[src/rtl/sram_arb_pkg.sv]
// Shared definitions for the two-port SRAM arbiter: FSM encodings, port
// identifiers, default widths and the grant-selection rule.
package sram_arb_pkg;

   // Default bus widths; the top module exposes them as parameters.
   localparam int ADDR_W_DEF = 15;
   localparam int DATA_W_DEF = 32;

   // FSM state encodings.
   typedef logic [1:0] arb_state_t;
   localparam logic [1:0] ST_IDLE  = 2'd0;
   localparam logic [1:0] ST_ISSUE = 2'd1;
   localparam logic [1:0] ST_WAIT  = 2'd2;
   localparam logic [1:0] ST_DONE  = 2'd3;

   // Port identifiers, also the encoding of the grant output.
   localparam logic PORT_A = 1'b0;
   localparam logic PORT_B = 1'b1;

   // Width of the read-latency down-counter (RD_LAT - 1 fits in 0..6).
   localparam int CNT_W = 3;

   // Choose the winning port among the eligible ones. With round robin,
   // contention goes to the port that did not win last time; otherwise A
   // always wins. The result is only meaningful when at least one port is
   // eligible.
   function automatic logic pick_port(input logic elig_a,
                                      input logic elig_b,
                                      input logic last_grant,
                                      input logic round_robin);
      logic win;
      if (elig_a && elig_b) begin
         win = round_robin ? ~last_grant : PORT_A;
      end else if (elig_b) begin
         win = PORT_B;
      end else begin
         win = PORT_A;
      end
      return win;
   endfunction

endpackage

[src/rtl/sram_arb_port.sv]
// Per-port bookkeeping for the SRAM arbiter: the arm flag that stops a
// level request from being served twice, the eligibility signal seen by the
// grant logic, and the read-data holding register.
module sram_arb_port
   import sram_arb_pkg::*;
#(
   parameter int DATA_W = DATA_W_DEF
) (
   input  logic              clk_i,
   input  logic              rst_n_i,     // synchronous, active low
   input  logic              enable_i,    // level request from the requester
   input  logic              done_i,      // this port's completion pulse
   input  logic              capture_i,   // load rdata_i into the holding register
   input  logic [DATA_W-1:0] rdata_i,
   output logic              eligible_o,
   output logic [DATA_W-1:0] data_o
);

   logic              armed_q, armed_d;
   logic [DATA_W-1:0] data_q, data_d;

   // Arm flag: re-armed whenever the request is seen low, disarmed by the
   // done pulse. A low request wins so a requester that already dropped
   // enable in the done cycle is immediately ready for its next access.
   always_comb begin
      armed_d = armed_q;
      if (!enable_i) begin
         armed_d = 1'b1;
      end else if (done_i) begin
         armed_d = 1'b0;
      end
   end

   // Holding register only changes on a read capture.
   always_comb begin
      data_d = data_q;
      if (capture_i) begin
         data_d = rdata_i;
      end
   end

   // State registers.
   always_ff @(posedge clk_i) begin
      if (!rst_n_i) begin
         armed_q <= 1'b1;
         data_q  <= '0;
      end else begin
         armed_q <= armed_d;
         data_q  <= data_d;
      end
   end

   assign eligible_o = enable_i & armed_q;
   assign data_o     = data_q;

endmodule

[src/rtl/sram_arbiter.sv]
// Two-port arbiter in front of a single-port SRAM. Port A is the UART host
// path, port B the core/instruction-fetch path. Accesses are serialised
// through IDLE -> ISSUE -> (WAIT) -> DONE; each completed access produces a
// one-cycle done pulse on the owning port. The FSM state is exported on
// dbg_state_o so checkers can observe it directly.
//
// Handshake: x_enable is a level request; a port is served once per
// assertion (it must be seen low for at least one edge before it can be
// served again). x_done is a single-cycle pulse marking completion, and
// x_dataOut is valid from that cycle until the port's next read completes.
module sram_arbiter
   import sram_arb_pkg::*;
#(
   parameter int ADDR_W      = ADDR_W_DEF,
   parameter int DATA_W      = DATA_W_DEF,
   parameter int RD_LAT      = 1,
   parameter int ROUND_ROBIN = 1
) (
   input  logic              clk,
   input  logic              rst,          // synchronous, active low
   // port A: UART host path
   input  logic              a_enable,
   input  logic              a_readWrite,
   input  logic [ADDR_W-1:0] a_address,
   input  logic [DATA_W-1:0] a_dataIn,
   output logic [DATA_W-1:0] a_dataOut,
   output logic              a_done,
   // port B: core / instruction-fetch path
   input  logic              b_enable,
   input  logic              b_readWrite,
   input  logic [ADDR_W-1:0] b_address,
   input  logic [DATA_W-1:0] b_dataIn,
   output logic [DATA_W-1:0] b_dataOut,
   output logic              b_done,
   // SRAM side
   output logic              sram_enable,
   output logic              sram_readWrite,
   output logic [ADDR_W-1:0] sram_address,
   output logic [DATA_W-1:0] sram_dataIn,
   input  logic [DATA_W-1:0] sram_dataOut,
   // status
   output logic              busy,
   output logic              grant,
   output logic [1:0]        dbg_state_o
);

   arb_state_t        state_q, state_d;
   logic              grant_q, grant_d;
   logic              last_q, last_d;
   logic              rw_q, rw_d;
   logic [ADDR_W-1:0] addr_q, addr_d;
   logic [DATA_W-1:0] wdata_q, wdata_d;
   logic [CNT_W-1:0]  cnt_q, cnt_d;

   logic              elig_a, elig_b;
   logic              cap_a, cap_b;
   logic              win;
   logic              in_issue, in_done;

   assign in_issue = (state_q == ST_ISSUE);
   assign in_done  = (state_q == ST_DONE);

   assign a_done = in_done & (grant_q == PORT_A);
   assign b_done = in_done & (grant_q == PORT_B);

   sram_arb_port #(.DATA_W(DATA_W)) u_port_a (
      .clk_i      (clk),
      .rst_n_i    (rst),
      .enable_i   (a_enable),
      .done_i     (a_done),
      .capture_i  (cap_a),
      .rdata_i    (sram_dataOut),
      .eligible_o (elig_a),
      .data_o     (a_dataOut)
   );

   sram_arb_port #(.DATA_W(DATA_W)) u_port_b (
      .clk_i      (clk),
      .rst_n_i    (rst),
      .enable_i   (b_enable),
      .done_i     (b_done),
      .capture_i  (cap_b),
      .rdata_i    (sram_dataOut),
      .eligible_o (elig_b),
      .data_o     (b_dataOut)
   );

   // Next-state logic: arbitration in IDLE, latch the winner's request,
   // count down the read latency, then a single done cycle.
   always_comb begin
      state_d = state_q;
      grant_d = grant_q;
      last_d  = last_q;
      rw_d    = rw_q;
      addr_d  = addr_q;
      wdata_d = wdata_q;
      cnt_d   = cnt_q;
      cap_a   = 1'b0;
      cap_b   = 1'b0;
      win     = PORT_A;
      case (state_q)
         ST_IDLE: begin
            if (elig_a || elig_b) begin
               win     = pick_port(elig_a, elig_b, last_q, ROUND_ROBIN != 0);
               grant_d = win;
               last_d  = win;
               // Request fields are frozen here; later changes are ignored.
               rw_d    = (win == PORT_B) ? b_readWrite : a_readWrite;
               addr_d  = (win == PORT_B) ? b_address   : a_address;
               wdata_d = (win == PORT_B) ? b_dataIn    : a_dataIn;
               state_d = ST_ISSUE;
            end
         end
         ST_ISSUE: begin
            if (rw_q) begin
               state_d = ST_DONE;
            end else begin
               cnt_d   = CNT_W'(RD_LAT - 1);
               state_d = ST_WAIT;
            end
         end
         ST_WAIT: begin
            if (cnt_q == '0) begin
               // Read data is valid this cycle; hand it to the owning port.
               cap_a   = (grant_q == PORT_A);
               cap_b   = (grant_q == PORT_B);
               state_d = ST_DONE;
            end else begin
               cnt_d = cnt_q - 1'b1;
            end
         end
         ST_DONE: begin
            state_d = ST_IDLE;
         end
         default: begin
            state_d = ST_IDLE;
         end
      endcase
   end

   // State registers; reset aborts any access in flight. last_grant starts
   // at B so that A wins the first contention.
   always_ff @(posedge clk) begin
      if (!rst) begin
         state_q <= ST_IDLE;
         grant_q <= PORT_A;
         last_q  <= PORT_B;
         rw_q    <= 1'b0;
         addr_q  <= '0;
         wdata_q <= '0;
         cnt_q   <= '0;
      end else begin
         state_q <= state_d;
         grant_q <= grant_d;
         last_q  <= last_d;
         rw_q    <= rw_d;
         addr_q  <= addr_d;
         wdata_q <= wdata_d;
         cnt_q   <= cnt_d;
      end
   end

   // SRAM strobe and fields are driven only during ISSUE, zero otherwise.
   always_comb begin
      sram_enable    = in_issue;
      sram_readWrite = in_issue & rw_q;
      sram_address   = in_issue ? addr_q  : '0;
      sram_dataIn    = in_issue ? wdata_q : '0;
   end

   assign busy        = (state_q != ST_IDLE);
   assign grant       = grant_q;
   assign dbg_state_o = state_q;

endmodule

[config.mk]
export PLATFORM = sky130hd
export DESIGN_NAME = sram_arbiter
export DESIGN_NICKNAME = d
export VERILOG_FILES = /design/src/rtl/sram_arb_pkg.sv /design/src/rtl/sram_arb_port.sv /design/src/rtl/sram_arbiter.sv
export SDC_FILE = /design/constraint.sdc
export NUM_CORES = 1
export LEC_CHECK = 0
export ABC_AREA = 1
export CORE_AREA = 2 2 127 129
export DETAILED_ROUTE_END_ITERATION = 8
export DIE_AREA = 0 0 129 131
export GPL_TIMING_DRIVEN = 0
export PLACE_DENSITY = 0.74
export REMOVE_ABC_BUFFERS = 1
export SETUP_SLACK_MARGIN = 0.2
export SLEW_MARGIN = 20
export SYNTH_ARGS = -nofsm -noshare
export SYNTH_HDL_FRONTEND = slang
export SYNTH_HIERARCHICAL = 1
export SYNTH_SLANG_ARGS = --single-unit
export TNS_END_PERCENT = 20
[constraint.sdc]
create_clock -name clk -period 2.2 [get_ports clk]
set_clock_uncertainty 0.1 [all_clocks]
set_input_delay 0.33 -clock clk [delete_from_list [all_inputs] [get_ports clk]]
set_output_delay 0.33 -clock clk [all_outputs]
set_load 0.01 [all_outputs]
# After elaboration in Yosys (flattened, before gate mapping)
# Cells that the tools add are included.
# totals
register_bits	121
in_bits	132
output_inout_bits	119
# classes
addsub	1
n_eq_ne	7
n_mux	20
bitwise_logic	7
n_reduce_logical	11
# ops
op	n
$mux W32	2
$mux W15	2
$mux W1	10
$ne A2 B2 Y1 const B	4
$pmux W2 S4	1
$reduce_and A2 Y1	4
$mux W3	2
$pmux W3 S2	1
$and A1 B1 Y1	5
$eq A2 B2 Y1 const B	2
$mux W2	2
$reduce_bool A2 Y1	2
$logic_not A3 Y1	1
$reduce_and A3 Y1	1
$sub A3 B1 Y3 const B	1
$eq A2 B1 Y1 const B	1
$logic_not A2 Y1	1
$not A1 Y1	2
$logic_and A1 B1 Y1	1
$logic_or A1 B1 Y1	1

# Longest topological paths before layout
# Gate-level depths: netlist of the first run.
# depth
ltp_word	6
mapped_depth	10
depth_no_buf	8

# Hierarchy
# The synthesis of the first run kept the hierarchy.
# modules_own_cells
mod	n_inst	cells_per_inst	area_each_um2
sram_arbiter	1	528	3183.1
sram_arb_port	2	209	1382.6

# Worst setup path after synthesis of the first run
# OpenSTA, ideal clock, no wires.
# synth_timing
path_kind	reg-to-output
startpoint	register state_q[0] (netlist: dbg_state_o[0])
endpoint	output port sram_dataIn[0]
arrival_time_ns	1.263
required_ns	1.770
path_slack_ns	0.507
path_stages_with_launch	6
path_cell_list	dfxtp_1 -> ha_1 -> buf_2 -> buf_2 -> nand2_1 -> inv_1
# synth_between
elab_chain_len	2
# synth_lines
element	line	text
from (decl)	sram_arbiter.sv:47	arb_state_t state_q, state_d;
from (signal assigned)	sram_arbiter.sv:153	state_q <= state_d;
$eq A2 B1 Y1	sram_arbiter.sv:60	assign in_issue = (state_q == ST_ISSUE);
net sram_enable	sram_arbiter.sv:36	output logic sram_enable,
$mux W32	sram_arbiter.sv:168	sram_dataIn = in_issue ? wdata_q : '0;
to (decl)	sram_arbiter.sv:39	output logic [DATA_W-1:0] sram_dataIn,
# The timed path passes the listed nets, and every way through them passes these cells.

# Worst setup path after layout of the first run
# layout_timing
startpoint	register state_q[1] (netlist: dbg_state_o[1])
endpoint	output port sram_dataIn[24]
# layout_between
elab_chain_len	2
# layout_lines
element	line
$eq A2 B1 Y1	sram_arbiter.sv:60
$mux W32	sram_arbiter.sv:168
# No other way between the ends.

==> run metrics, run 1 <==
Syn Std Cell Area=5950 µm²; Max-cap violations=0; detailed-route vias per instance=4.41; multi-input logic area=2670 µm²; Post-DP Area=8500 µm²; hold crit path type=in2reg; dpl ws=-999 ps; FFs w/ async S/R, synth=0; pin count of the biggest net entering global routing=66; Tot Pwr=around 0.010 W; Max clock buf depth=2; Routed WL per cell=between 10 and 15 µm; core area=roughly 16000 µm²; final setup margin=196 ps; Fillers=roughly 1500; RSZ-0062 raised after global routing=true; arrival time at the worst endpoint=1570 ps; warnings from Yosys=6; DRT antenna net count=0; total CTS buffers=17; Total GRT Usage=0.200; Skew-Pair Late Insertion Delay=~400 ps; Final HPWL DP=11300 µm; Switching Share=0.346; Starting DRT DRC Count=293; die height=~130 µm; number of global-route vias before repair=5550; ys flop type=dfxtp_1; Worst setup EP type=primary output; min Tclk post-route=2000 ps; setup violators final=0; kind of critical path=reg2out; Die X=129 µm; RePlAce Congestion=roughly 0.79; Std-Cell Rows=46; input/output buffers=between 200 and 300; largest cells by area after synthesis=dfxtp_1 (41%), nand2_1 (21%), inv_1 (11%); Avg Inst Size Synth=6.29 µm²; Slew headroom=0.558; Slew @ Worst Pin=663 ps; register area=~2400 µm²; # clock sinks=121; unique cell type count in the Yosys netlist=19; critical path, cell by cell=inv_4, ha_4, buf_4, buf_12, nand2_1, inv_1, buf_2; area grow syn2layout=56.0%; # DRC=0; Tcrit/Tclk final=0.911; Vias=6241; part of the power in registers=0.314; most frequent cells after synthesis=nand2_1 (337), inv_1 (176), nor2_1 (139); CTS tree=yes; clk root buf=clkbuf_16; sequential-to-total area share from yosys stat=0.407; Gate power share=0.393; share of the synthesized area in the top cell type=0.407; clock transition at the registers of the reported paths=~60 ps; first-pass GRT wire length=between 20000 and 30000 µm; max-slew violations=0; Worst setup SP type=flop; Static Leak=4.85 nW; Clock Power Share=0.293; hold_buf cts=0; number of synthesized flops with an enable pin=0; starting density of the core=0.381; Yosys top cell by area=dfxtp_1; WL final=17800 µm; pwr/cell area=1090 nW/µm²; First-pass DRT Iterations=4; Internal Pwr Total=0.00661 W; dominant cell by count in the synthesized netlist=nand2_1; peak supply drop=0.523 mV; Synth Register Bits=121; die area=about 17000 µm²; initial antenna violation count=0; P_sw=0.00350 W; number of I/O pins=roughly 250; Post-Syn Instances=946; status=completed; Worst path max stage delay=370 ps; crit path max-delay cell type=dfxtp_4; share of post-route cells with drive strength above 1=0.140; CP Data Required Time=1770 ps; Fin. Hold Viols=0; ant diodes=0; final instance area=9280 µm²; GRT Residual Overflow=0; H-tree depth=4; CP Max Fanout=6; Final nets=between 1000 and 1500; Max Fclk=between 400 and 500 MHz
critical path: cells and delay by family (launching register included):
kind	cells	cell delay, ps
buffers and inverters	5	560
AND/OR/NAND/NOR	1	50
flip-flops	1	370
adder cells (fa/ha/maj)	1	200
metal layers:
layer | track usage | routed length, µm
met5 | 0 | 0
met2 | 0.341 | 8400
met1 | 0.231 | 7610
met4 | 0.0665 | 182
met3 | 0.0782 | 1640
power groups by stage:
stage	Clock [W]	Combinational (W)	Sequential, W
2_1_floorplan	0	0.00175	0.00324
3_3_place_gp	0	0.00347	0.00315
3_5_place_dp	0	0.00360	0.00317
4_1_cts	0.00303	0.00389	0.00316
5_1_grt	0.00312	0.00438	0.00325
6_report	0.00296	0.00397	0.00317
cell families (layout without fill, tap and decap cells):
kind of cell | Yosys count | after routing | synth area share
buffers and inverters | 230 | 479 | 0.177
AO/OA/AOI/OAI | 104 | 104 | 0.0940
adder cells (fa/ha/maj) | 6 | 6 | 0.0126
AND/OR/NAND/NOR | 485 | 488 | 0.309
flip-flops | 121 | 121 | 0.407
worst paths after layout:
| path | from | endpoint | slack (ps) | cells after the start |
|---|---|---|---|---|
| min | rst | last_q$_SDFFE_PN1P_ | 320 | 2 |
| min reg2reg | u_port_b/armed_q$_SDFFE_PN1P_ | u_port_b/armed_q$_SDFFE_PN1P_ | 360 | 2 |
| max | dbg_state_o[1]$_SDFFE_PN0P_ | sram_dataIn[24] | 200 | 7 |
| max reg2reg | cnt_q[0]$_SDFFE_PN0P_ | u_port_b/data_o[22]$_SDFFE_PN0P_ | 320 | 9 |
flip-flops by register name, summed over array words and instances (netlist names):
| signal | cells |
|---|---|
| u_port_a/armed_q | 1 |
| u_port_b/armed_q | 1 |
| u_port_b/data_o | 32 |
| dbg_state_o | 2 |
| wdata_q | 32 |
| last_q | 1 |
| grant | 1 |
| cnt_q | 3 |
| rw_q | 1 |
| u_port_a/data_o | 32 |
| addr_q | 15 |
cell type report:
cell class                      count  area share
Multi-Input combinational cell    598       0.288
Sequential cell                   121       0.262
Inverter                          178      0.0733
Timing Repair Buffer              269       0.280
Tap cell                          216      0.0291
Clock inverter                     14      0.0212
Clock buffer                       18      0.0462
stage by stage:
| stage | util | setup TNS (ps) | cells | hold WS [ps] |
|---|---|---|---|---|
| final | 0.595 | 0 | 1414 | 319 |
| after global routing | 0.595 | 0 | 1414 | 321 |
| after detailed placement | 0.545 | -49200 | 1366 | 344 |
| after floorplan | - | -60240 | 894 | 314 |
| after CTS | 0.591 | 0 | 1406 | 297 |
| after global placement | 0.535 | -325880 | 1360 | 339 |
placed cells by master, fill, tap and decap left out, drive strengths merged:
cell             n
nand2          338
ha               6
nor2           144
a21oi           51
buf             64
clkinv           5
nand3            6
dlygate4sd2      4
bufinv           4
clkinvlp         3
inv            180
dfxtp          121
clkdlybuf4s15    4
clkbuf          18
o21ai           52
clkdlybuf4s50  197
a31oi            1
repair_timing:
item                       in CTS  in global routing
pin swaps                      53                  3
buffers inserted                6                  5
resized for setup             268                  0
setup endpoints to repair     138                105
cloned                          2                  3
Power figures use the tool's default switching activity.
==> inputs of run 2 (changes only) <==
--- a/config.mk
+++ b/config.mk
@@ -6,10 +6,11 @@
 export NUM_CORES = 1
 export LEC_CHECK = 0
 export ABC_AREA = 1
-export CORE_AREA = 2 2 127 129
+export CORE_AREA = 2 2 104 157
 export DETAILED_ROUTE_END_ITERATION = 8
-export DIE_AREA = 0 0 129 131
+export DIE_AREA = 0 0 106 159
 export GPL_TIMING_DRIVEN = 0
+export HOLD_SLACK_MARGIN = 0.1
 export PLACE_DENSITY = 0.74
 export REMOVE_ABC_BUFFERS = 1
 export SETUP_SLACK_MARGIN = 0.2
==> run metrics, run 2 (synthesis gave the netlist of run 1 again) <==
Max-cap violations=0 (unchanged); H-tree depth=4 (unchanged); GRT Residual Overflow=0 (unchanged); clock transition at the registers of the reported paths=60 ps (about the same); WL final=17200 µm (was 17800 µm); total CTS buffers=17 (unchanged); setup violators final=0 (unchanged); # clock sinks=121 (unchanged); Clock Power Share=0.281 (was 0.293); pwr/cell area=1060 nW/µm² (was 1090 nW/µm²); input/output buffers=250 (unchanged); initial antenna violation count=0 (unchanged); die height=159 µm (was 131 µm); Std-Cell Rows=56 (was 46); Max clock buf depth=2 (unchanged); First-pass DRT Iterations=6 (was 4); status=completed (unchanged); Fillers=1446 (was 1495); Final nets=1323 (unchanged); Static Leak=4.85 nW (about the same); multi-input logic area=2590 µm² (was 2670 µm²); register area=2430 µm² (about the same); CP Max Fanout=8 (was 6); number of I/O pins=251 (unchanged); commonest non-fill, non-tap cells in the layout=nand2_1 (323), clkdlybuf4s50_1 (197), inv_1 (174) (was nand2_1 (299), clkdlybuf4s50_1 (197), inv_1 (171)); first-pass GRT wire length=27200 µm (was 26700 µm); Total GRT Usage=0.200 (about the same); detailed-route vias per instance=4.42 (was 4.41); Vias=6194 (was 6241); TNS Setup=0 ps (unchanged); worst min-delay path startpoint=rst (unchanged); CP Data Required Time=1770 ps (about the same); Gate power share=0.397 (was 0.393); min Tclk post-route=2020 ps (was 2000 ps); core area=15500 µm² (was 15600 µm²); crit path max-delay cell type=dfxtp_4 (unchanged); Tcrit/Tclk final=0.919 (was 0.911); Worst setup EP type=primary output (unchanged); Routed WL per cell=12.3 µm (was 12.6 µm); Skew-Pair Late Insertion Delay=400 ps (about the same); share of post-route cells with drive strength above 1=0.100 (was 0.140); Slew @ Worst Pin=639 ps (was 663 ps); pin count of the biggest net entering global routing=72 (was 66); reg2reg setup slack=340 ps (was 320 ps); max-slew violations=0 (unchanged); die area=16900 µm² (about the same); RSZ-0062 raised after global routing=true (unchanged); Switching Share=0.350 (was 0.346); Worst setup SP type=flop (unchanged); RePlAce Congestion=0.764 (was 0.787); clk root buf=clkbuf_16 (unchanged); Fin. Hold Viols=0 (unchanged); Hold Path Stages=3 (was 2); Worst Hold Path EP=u_port_a/data_o[25]$_SDFFE_PN0P_ (was last_q$_SDFFE_PN1P_); peak supply drop=0.549 mV (was 0.523 mV); end of the worst register-to-register path=u_port_b/data_o[10]$_SDFFE_PN0P_ (was u_port_b/data_o[22]$_SDFFE_PN0P_); critical path, cell by cell=inv_4, ha_4, buf_6, buf_12, buf_16, nand2_1, inv_1, buf_2 (was inv_4, ha_4, buf_4, buf_12, nand2_1, inv_1, buf_2); P_sw=0.00344 W (was 0.00350 W); Slew headroom=0.574 (was 0.558); DRT antenna net count=0 (unchanged); Die X=106 µm (was 129 µm); area grow syn2layout=55.5% (was 56.0%); Final HPWL DP=11100 µm (was 11300 µm); most common cell after layout, fill and taps aside=nand2_1 (unchanged); Reg2Reg Depth=8 (was 9); arrival time at the worst endpoint=1590 ps (was 1570 ps); starting density of the core=0.384 (was 0.381); ant diodes=0 (unchanged); Worst path max stage delay=350 ps (was 370 ps); Max Fclk=495 MHz (was 499 MHz); # DRC=0 (unchanged); CTS tree=yes (unchanged); Starting DRT DRC Count=316 (was 293); hold crit path type=in2reg (unchanged); Tot Pwr=0.00985 W (was 0.0101 W); Reg-to-Reg Start=dbg_state_o[0]$_SDFFE_PN0P_ (was cnt_q[0]$_SDFFE_PN0P_); kind of critical path=reg2out (unchanged); hold_buf cts=0 (unchanged); number of global-route vias before repair=5596 (was 5550); Internal Pwr Total=0.00640 W (was 0.00661 W); part of the power in registers=0.322 (was 0.314)
-- run 2: layout make-up --
cell class	count	share of cell area
repair buffers	269	0.293
flip-flops and latches	121	0.263
clock inverters	13	0.0158
multi-input cells	598	0.280
inverters	178	0.0733
clock buffers	18	0.0475
well taps	203	0.0275
-- run 2: per-layer routing --
metal / vias up / global-route usage / wire length, µm
li1: 3236 / - / -
met5: - / 0 / 0
met4: 0 / 0.0766 / 344
met2: 192 / 0.348 / 8620
met1: 2747 / 0.231 / 7170
met3: 19 / 0.0573 / 1040
-- run 2: repair_timing --
item,in CTS,in global routing
setup buffers,8,2
pin swaps,3,3
gates resized for setup,186,0
cloned,3,3
endpoints found under the setup margin,139,111
-- run 2: worst max path at each step --
| stage | start | endpoint | slack, ps |
|---|---|---|---|
| final | dbg_state_o[1]$_SDFFE_PN0P_ | sram_address[9] | 180 |
| after global routing | dbg_state_o[1]$_SDFFE_PN0P_ | sram_dataIn[3] | 90 |
| after CTS | dbg_state_o[1]$_SDFFE_PN0P_ | sram_dataIn[15] | 160 |
| after detailed placement | a_enable | grant$_SDFFE_PN0P_ | -1010 |
| after global placement | rst | grant$_SDFFE_PN0P_ | -2700 |
| after floorplan | cnt_q[0]$_SDFFE_PN0P_ | u_port_b/data_o[29]$_SDFFE_PN0P_ | -940 |
-- run 2: through the flow --
stage | instances | util | instance area, µm² | hold WS [ps] | setup WS (ps)
floorplan | 894 | - | 5570 | 314 | -939
global placement | 1347 | 0.537 | 8320 | 337 | -2700
detailed placement | 1353 | 0.547 | 8460 | 341 | -1010
CTS | 1395 | 0.595 | 9210 | 280 | 157
global route | 1400 | 0.597 | 9250 | 298 | 95.0
finish | 1400 | 0.597 | 9250 | 286 | 179
-- run 2: worst max-delay path: cells and delay by family, from the launching register on --
kind | cells | cell delay [ps]
adders and majority gates | 1 | 180
buffers and inverters | 6 | 590
DFF | 1 | 350
and+or+nand+nor | 1 | 60
-- run 2: power groups by stage --
stage	registers, W	logic [W]	clock network, W
CTS	0.00316	0.00389	0.00284
global route	0.00324	0.00436	0.00293
finish	0.00317	0.00391	0.00277
detailed placement	0.00317	0.00357	0
floorplan	0.00324	0.00175	0
global placement	0.00316	0.00348	0
==> inputs of run 3 (changes only) <==
--- a/config.mk
+++ b/config.mk
@@ -6,12 +6,13 @@
 export NUM_CORES = 1
 export LEC_CHECK = 0
 export ABC_AREA = 1
-export CORE_AREA = 2 2 104 157
+export ABC_CLOCK_PERIOD_IN_PS = 2200
+export CORE_AREA = 2 2 117 119
 export DETAILED_ROUTE_END_ITERATION = 8
-export DIE_AREA = 0 0 106 159
+export DIE_AREA = 0 0 119 121
 export GPL_TIMING_DRIVEN = 0
 export HOLD_SLACK_MARGIN = 0.1
-export PLACE_DENSITY = 0.74
+export PLACE_DENSITY = 0.86
 export REMOVE_ABC_BUFFERS = 1
 export SETUP_SLACK_MARGIN = 0.2
 export SLEW_MARGIN = 20
==> run metrics, run 3 (synthesis gave the netlist of run 1 again) <==
status=completed (unchanged); most common cell after layout, fill and taps aside=nand2_1 (unchanged); pin count of the biggest net entering global routing=69 (was 72); multi-input logic area=2580 µm² (was 2590 µm²); CP Max Fanout=4 (was 8); max-slew violations=0 (unchanged); register area=2430 µm² (unchanged); dpl ws=-953 ps (was -1010 ps); P_sw=0.00351 W (was 0.00344 W); arrival time at the worst endpoint=1680 ps (was 1590 ps); Final HPWL DP=11500 µm (was 11100 µm); first-pass GRT wire length=28700 µm (was 27200 µm); Worst setup SP type=flop (unchanged); # clock sinks=121 (unchanged); die height=121 µm (was 159 µm); Starting DRT DRC Count=384 (was 316); final setup margin=90.7 ps (was 179 ps); Max-cap violations=0 (unchanged); detailed-route vias per instance=4.66 (was 4.42); # DRC=0 (unchanged); H-tree depth=4 (unchanged); Tcrit/Tclk final=0.959 (was 0.919); ant diodes=0 (unchanged); Slew @ Worst Pin=750 ps (was 639 ps); Total GRT Usage=0.249 (was 0.200); number of global-route vias before repair=6032 (was 5596); pwr/cell area=1100 nW/µm² (was 1060 nW/µm²); Post-DP Area=8470 µm² (was 8460 µm²); starting density of the core=0.455 (was 0.384); setup violators final=0 (unchanged); final instance area=9420 µm² (was 9250 µm²); Internal Pwr Total=0.00686 W (was 0.00640 W); RePlAce Congestion=0.792 (was 0.764); Slew headroom=0.499 (was 0.574); Fillers=1002 (was 1446); peak supply drop=0.546 mV (was 0.549 mV); CP Data Required Time=1770 ps (about the same); part of the power in registers=0.306 (was 0.322); number of I/O pins=251 (unchanged); Die X=119 µm (was 106 µm); Switching Share=0.338 (was 0.350); Skew-Pair Late Insertion Delay=410 ps (was 400 ps); Final nets=1340 (was 1323); reg2reg setup slack=330 ps (was 340 ps); Vias=6477 (was 6194); die area=14400 µm² (was 16900 µm²); total CTS buffers=17 (unchanged); Routed WL per cell=13.1 µm (was 12.3 µm); clk root buf=clkbuf_16 (unchanged); commonest non-fill, non-tap cells in the layout=nand2_1 (324), clkdlybuf4s50_1 (197), inv_1 (167) (was nand2_1 (323), clkdlybuf4s50_1 (197), inv_1 (174)); Static Leak=4.89 nW (was 4.85 nW); input/output buffers=250 (unchanged); initial antenna violation count=0 (unchanged); Std-Cell Rows=42 (was 56); share of post-route cells with drive strength above 1=0.133 (was 0.100); WL final=18200 µm (was 17200 µm); Max clock buf depth=2 (unchanged); min Tclk post-route=2110 ps (was 2020 ps); Gate power share=0.417 (was 0.397); Fin. Hold Viols=0 (unchanged); clock transition at the registers of the reported paths=50 ps (was 60 ps); area grow syn2layout=58.3% (was 55.5%); Worst setup EP type=primary output (unchanged); Clock Power Share=0.277 (was 0.281); hold crit path type=in2reg (unchanged); core area=13100 µm² (was 15500 µm²); kind of critical path=reg2out (unchanged); First-pass DRT Iterations=6 (unchanged); RSZ-0062 raised after global routing=true (unchanged); GRT Residual Overflow=0 (unchanged); Max Fclk=474 MHz (was 495 MHz); CTS tree=yes (unchanged); DRT antenna net count=0 (unchanged)
[run 3: worst max-delay path, cell delays in order, from the launching register on]
cell and delay, ps:
dfxtp_4 360, inv_4 50, ha_4 180, buf_12 130
buf_8 120, buf_12 120, buf_6 100, nand2_2 60
inv_2 30, buf_6 110
[run 3: final timing paths]
path,from,end,cells after the start
hold / removal,rst,u_port_a/data_o[13]$_SDFFE_PN0P_,3
hold reg to reg,u_port_b/armed_q$_SDFFE_PN1P_,u_port_b/armed_q$_SDFFE_PN1P_,2
setup / recovery,dbg_state_o[1]$_SDFFE_PN0P_,sram_dataIn[26],9
setup reg to reg,dbg_state_o[0]$_SDFFE_PN0P_,u_port_a/data_o[10]$_SDFFE_PN0P_,8
[run 3: power by group through the flow]
stage | sequential, W | clock [W] | combinational, W
after floorplan | 0.00324 | 0 | 0.00175
after global placement | 0.00314 | 0 | 0.00343
after detailed placement | 0.00317 | 0 | 0.00359
after CTS | 0.00316 | 0.00292 | 0.00412
after global routing | 0.00325 | 0.00302 | 0.00472
final | 0.00317 | 0.00287 | 0.00433
[run 3: per-stage QoR]
stage	util	hold WS [ps]	TNS, ps	std cells	total power, W
after floorplan	-	314	-60240	894	0.00499
after global placement	0.633	340	-304260	1320	0.00657
after detailed placement	0.647	342	-45520	1327	0.00676
after CTS	0.714	277	0	1382	0.0102
after global routing	0.720	313	0	1390	0.0110
final	0.720	284	0	1390	0.0104
[run 3: layer usage]
metal	up-vias	part of all wire	global-route usage
met5	-	0	0
li1	3263	-	-
met3	39	0.090	0.0832
met2	290	0.49	0.435
met1	2885	0.39	0.276
met4	0	0.030	0.108
[run 3: final cells by class]
class / count / area share
Sequential cell: 121 / 0.258
Inverter: 178 / 0.0720
Clock inverter: 7 / 0.0121
Clock buffer: 24 / 0.0533
Tap cell: 176 / 0.0234
Timing Repair Buffer: 287 / 0.307
Multi-Input combinational cell: 597 / 0.275
[run 3: repair_timing]
item | in CTS | in global routing
cloned | 3 | 2
resized for setup | 253 | 0
setup buffers | 21 | 6
pin swaps | 10 | 2
setup endpoints to repair | 120 | 90
hold buffers | 0 | 0
